<file path="src/rtl/infrarojo_emisor.sv">
// IR emitter strobe and receiver sampler for the 5-channel line sensor.
// Each frame samples ambient (emitter off) then reflection (emitter on), and debounces on & ~ambient.
module infrarojo_emisor #(
  parameter int SETTLE_CYC = 500,
  parameter int PERIOD_CYC = 100000,
  parameter int DEB_FRAMES = 3
) (
  input  logic       clk,
  input  logic       rst_n,
  input  logic       i_en,
  input  logic [4:0] i_sens,
  output logic       o_emit,
  output logic [4:0] o_line,
  output logic       o_valid,
  output logic       o_amb_err
);

  localparam int CW = $clog2(PERIOD_CYC);
  localparam int DW = $clog2(DEB_FRAMES + 1);
  localparam logic [CW-1:0] CNT_AMB_END = CW'(SETTLE_CYC - 1);
  localparam logic [CW-1:0] CNT_ON_END  = CW'(2 * SETTLE_CYC - 1);
  localparam logic [CW-1:0] CNT_LAST    = CW'(PERIOD_CYC - 1);
  localparam logic [DW-1:0] DEB_MAX     = DW'(DEB_FRAMES);

  typedef enum logic [2:0] {IDLE, AMB, ON, EVAL, HOLD} state_t;

  state_t        state, stateNext;
  logic [CW-1:0] cnt, cntNext;
  logic [4:0]    sensMeta, sSens;
  logic [4:0]    ambSample, onSample;
  logic [4:0]    prevRaw;
  logic [DW-1:0] dcnt;
  logic          ambCapture, onCapture, evalFire;

  logic [4:0]    raw;
  logic          rawMatch;
  logic [DW-1:0] dcntInc, dcntPost;

  always_ff @(posedge clk or negedge rst_n) begin
    if (!rst_n) begin
      state <= IDLE;
      cnt   <= '0;
    end else begin
      state <= stateNext;
      cnt   <= cntNext;
    end
  end

  always_comb begin
    stateNext  = state;
    cntNext    = cnt;
    ambCapture = 1'b0;
    onCapture  = 1'b0;
    evalFire   = 1'b0;
    if (!i_en) begin
      // Disabling abandons the frame wherever it is.
      stateNext = IDLE;
      cntNext   = '0;
    end else begin
      if (state == IDLE || cnt == CNT_LAST) begin
        cntNext = '0;
      end else begin
        cntNext = cnt + CW'(1);
      end
      case (state)
        IDLE: stateNext = AMB;
        AMB: begin
          if (cnt == CNT_AMB_END) begin
            stateNext  = ON;
            ambCapture = 1'b1;
          end
        end
        ON: begin
          if (cnt == CNT_ON_END) begin
            stateNext = EVAL;
            onCapture = 1'b1;
          end
        end
        EVAL: begin
          stateNext = HOLD;
          evalFire  = 1'b1;
        end
        HOLD: begin
          if (cnt == CNT_LAST) begin
            stateNext = AMB;
          end
        end
        default: stateNext = IDLE;
      endcase
    end
  end

  assign raw      = onSample & ~ambSample;
  assign rawMatch = (raw == prevRaw);
  assign dcntInc  = (dcnt == DEB_MAX) ? dcnt : dcnt + DW'(1);
  assign dcntPost = rawMatch ? dcntInc : DW'(1);

  always_ff @(posedge clk or negedge rst_n) begin
    if (!rst_n) begin
      sensMeta  <= '0;
      sSens     <= '0;
      ambSample <= '0;
      onSample  <= '0;
      prevRaw   <= '0;
      dcnt      <= '0;
      o_emit    <= 1'b0;
      o_line    <= '0;
      o_valid   <= 1'b0;
      o_amb_err <= 1'b0;
    end else begin
      sensMeta <= i_sens;
      sSens    <= sensMeta;
      if (ambCapture) begin
        ambSample <= sSens;
      end
      if (onCapture) begin
        onSample <= sSens;
      end
      // Emitter follows the next state so it is a clean register output.
      o_emit  <= (stateNext == ON);
      o_valid <= evalFire;
      if (!i_en) begin
        prevRaw <= '0;
        dcnt    <= '0;
      end else if (evalFire) begin
        prevRaw   <= raw;
        dcnt      <= dcntPost;
        o_amb_err <= |ambSample;
        if (dcntPost == DEB_MAX) begin
          o_line <= raw;
        end
      end
    end
  end

endmodule

</file>
<file path="config.mk">
export PLATFORM = sky130hd
export DESIGN_NAME = infrarojo_emisor
export DESIGN_NICKNAME = d
export VERILOG_FILES = /design/src/rtl/infrarojo_emisor.sv
export SDC_FILE = /design/constraint.sdc
export NUM_CORES = 1
export LEC_CHECK = 0
export BUFFER_PORTS_ARGS = -buffer_cell sky130_fd_sc_hd__buf_4
export CORE_MARGIN = 4
export CORE_UTILIZATION = 50
export CTS_BUF_LIST = sky130_fd_sc_hd__clkbuf_4 sky130_fd_sc_hd__clkbuf_8 sky130_fd_sc_hd__clkbuf_16
export DETAILED_ROUTE_END_ITERATION = 8
export GPL_ROUTABILITY_DRIVEN = 0
export MAX_ROUTING_LAYER = met4
export PLACE_DENSITY = 0.66
export SKIP_LAST_GASP = 1
export SLEW_MARGIN = 20
export SYNTH_ARGS = -nofsm -noshare
export SYNTH_HDL_FRONTEND = slang
export SYNTH_SLANG_ARGS = --single-unit
</file>
<file path="constraint.sdc">
create_clock -name clk -period 2.54 [get_ports clk]
set_clock_uncertainty 0.1 [all_clocks]
set_input_delay 0.508 -clock clk [delete_from_list [all_inputs] [get_ports clk]]
set_output_delay 0.508 -clock clk [all_outputs]
set_load 0.01 [all_outputs]
</file>
==> flow_metrics.tcl <==
set metrics [dict create \
    worst_slew_pin_slew_ns 0.676 \
    ys.flop_type "dfrtp_1" \
    switching_share_pct 22.6 \
    avgSynthCellArea_um2 12.5 \
    p_int_mw 1.11 \
    grt_use_total_pct 15.4 \
    max-cap-violations 0 \
    grt_max_degree 56 \
    reg2reg_depth 5 \
    netlist.area_leader.share_pct 57.8 \
    critPathSlowestCell "or4b_4" \
    drv_slew 0 \
    clk_path_buf_depth 2 \
    drcViolationCount 0 \
    grtUsageMet2_pct 21.9 \
    detail-route-antenna-nets 0 \
    fillerInstances 362 \
    ys_types 40 \
    cts.repair.resized 0 \
    finalPower_mw 1.43 \
    ys_seq_area_share_pct 57.8 \
    die_h_um 77.0 \
    cp_cell_sequence "ha_1 > or4b_4 > nor4_4 > nand2_4 > mux2_4" \
    cts.clk_slew.worst_paths_ns 0.10 \
    critical-path-max-stage-delay_ns 0.49 \
    setup_slack_ns 0.398 \
    met1_usage_pct 22.6 \
    gr-usage-met3_pct 3.28 \
    initial_core_util_pct 53.2 \
    synth.mux.area_fraction_pct 7.88 \
    utilization_pct 58.5 \
    p_switching_mw 0.324 \
    cts.htree.levels 2 \
    port-buffer-count 15 \
    setup_tns_ns 0 \
    syn_area_um2 2380 \
    async_reset_ff_share_pct 100 \
    clkPwrFrac_pct 34.6 \
    power.density_nw_per_um2 547 \
    initialDrtViolationCount 124 \
    seq_power_share_pct 62.3 \
    synth-edff-count 0 \
    syn_to_final_growth_pct 9.93 \
    cts.sinks 55 \
    synth_top_family_by_area "simple AND/OR/NAND/NOR gates" \
    ys_top_cells_by_count "dfrtp_1 (55), nor2_1 (24), nand2_1 (12)" \
    die_w_um 77.0 \
    drt-total-wl_um 4030 \
    grt_setup_unrepaired "false" \
    pwr-share-comb_pct 3.1 \
    synth_fa_ha_area_share_pct 0.525 \
    finalCritPeriodShare_pct 84.3 \
    final_cells 263 \
    multi_input_area_um2 961 \
    yosys_register_bits 55 \
    yosys_warnings 0 \
    fmax_mhz 467 \
    setup_viol 0 \
    crit_required_ns 2.64 \
    hold_path.class "in2async" \
    pin_count 16 \
    netlist_instances 191 \
    busiest_layer "met1" \
    period_needed_ns 2.14 \
    yosysMostFrequentCell "dfrtp_1" \
    post_cts_buffers 0 \
    dr.pass1.iters 4 \
    core_um2 4470 \
    n_antenna_cell 0 \
    synthSimpleGateAreaFrac_pct 20.1 \
    seqCellArea_um2 1380 \
    critPathLaunchType "flop" \
    vias 1441 \
    finalNetCount 219 \
    dp_slack_ns 0.410 \
    synth_compound_area_share_pct 4.46 \
    dieArea_um2 5930 \
    clk_latency_ns 0.31 \
    status "completed" \
    hold_viol_final 0 \
    arrival_ns 2.24 \
    grt_antenna_before_repair 0 \
    drt-wirelength-per-cell_um 15.3 \
    synthTopCellsByArea "dfrtp_1 (58%), mux2_2 (4.3%), xnor2_1 (4.0%), nor2_1 (3.8%), xor2_1 (3.3%)" \
    ctsHoldBuffers 0 \
    synth_xor_area_share_pct 7.35 \
    grt_pass1_vias 1440 \
    dp.cells 255 \
    drive_gt1_share_pct 22.7 \
    synth_fp_nets 200 \
    slew_headroom_pct 54.9 \
    end_kind "flop" \
    crit_type "reg2reg" \
    p_leak_nw 1.24 \
    vdd_ir_drop_max_mv 0.359 \
    cts_buffers 5 \
    root_buffer "clkbuf_8" \
    core.rowCount 24 \
    dp_hpwl_um 2850 \
    cp_max_fo 6 \
    yosysTopAreaCell "dfrtp_1" \
    viasPerCell 5.48 \
    cts_tree "built" \
    grt_overflow_total 0 \
    grt_pass1_wl_um 7250 \
]
==> cell type report <==
type	count	share of cell area [%]
Clock buffer	6	2.91
Clock inverter	2	0.621
Inverter	1	0.143
Multi-Input combinational cell	131	36.7
Sequential cell	55	52.6
Tap cell	52	2.48
Timing Repair Buffer	16	4.59
==> metrics by stage <==
step	cell area [um^2]	hold WS, ns
after global routing	2620	0.181
after floorplan	2380	0.112
final	2620	0.124
after detailed placement	2530	0.235
after global placement	2530	0.232
after CTS	2620	0.152
==> state kept, by name, summed over array words and instances, names as in the netlist <==
signal	flops
o_amb_err	1
state	3
sSens	5
dcnt	2
cnt	17
o_emit	1
o_valid	1
onSample	5
sensMeta	5
o_line	5
prevRaw	5
ambSample	5
==> path summary, 6_finish.rpt <==
kind,slack [ns],start,to
min in group clk,0.20,i_sens[2],sensMeta[2]
max in group asynchronous,1.76,rst_n,cnt[15]
worst min-delay path,0.12,rst_n,cnt[7]
worst max-delay path,0.40,cnt[0],onSample[4]
worst max register to register,0.40,cnt[0],onSample[4]
worst min register to register,0.26,sensMeta[4],sSens[4]
==> cells by family (layout without fill, tap and decap cells) <==
group	after synthesis	after routing
and+or+nand+nor	81	81
DFF	55	55
xor gates and xnor gates	20	20
muxes	15	15
AOI/OAI and AO/OA	14	14
buffers and inverters	5	25
adders and majority gates	1	1
==> cells in the final DEF, fill, tap and decap left out, types with 2 or more instances in the layout <==
master    synthesis  layout
dfrtp_1          55      55
nor2_1           24      24
buf_4             0      16
nand2_1          12      12
xnor2_1          11      11
xor2_1            9       9
mux2_2            9       9
nor2b_1           7       7
nand3_1           6       6
nand4_1           6       6
and3_1            5       5
mux2_4            5       5
a22o_1            5       5
clkbuf_8          1       5
nand4b_1          3       3
nor4_1            2       2
and3_2            2       2
nor4_4            2       2
a21o_1            2       2
o21ai_0           2       2
and4_1            2       2
==> critical path, delay by kind of cell (launching register included) <==
family	cells	cell delay, ns
fa+ha+maj	1	0.24
flops	1	0.40
mux	1	0.31
simple gates	3	0.98
==> power groups by stage <==
stage | Sequential, mW | Clock, mW | Combinational, mW
2_1_floorplan | 0.908 | 0 | 0.0167
3_3_place_gp | 0.910 | 0 | 0.0447
3_5_place_dp | 0.910 | 0 | 0.0467
4_1_cts | 0.893 | 0.507 | 0.0465
5_1_grt | 0.895 | 0.543 | 0.0523
6_report | 0.893 | 0.496 | 0.0447
==> per-layer routing <==
layer,vias to the layer above,part of all wire (%)
met5,-,0
met4,0,1.1
met3,6,2.8
met2,20,44
met1,713,52
li1,702,-
Power figures use the tool's default switching activity.
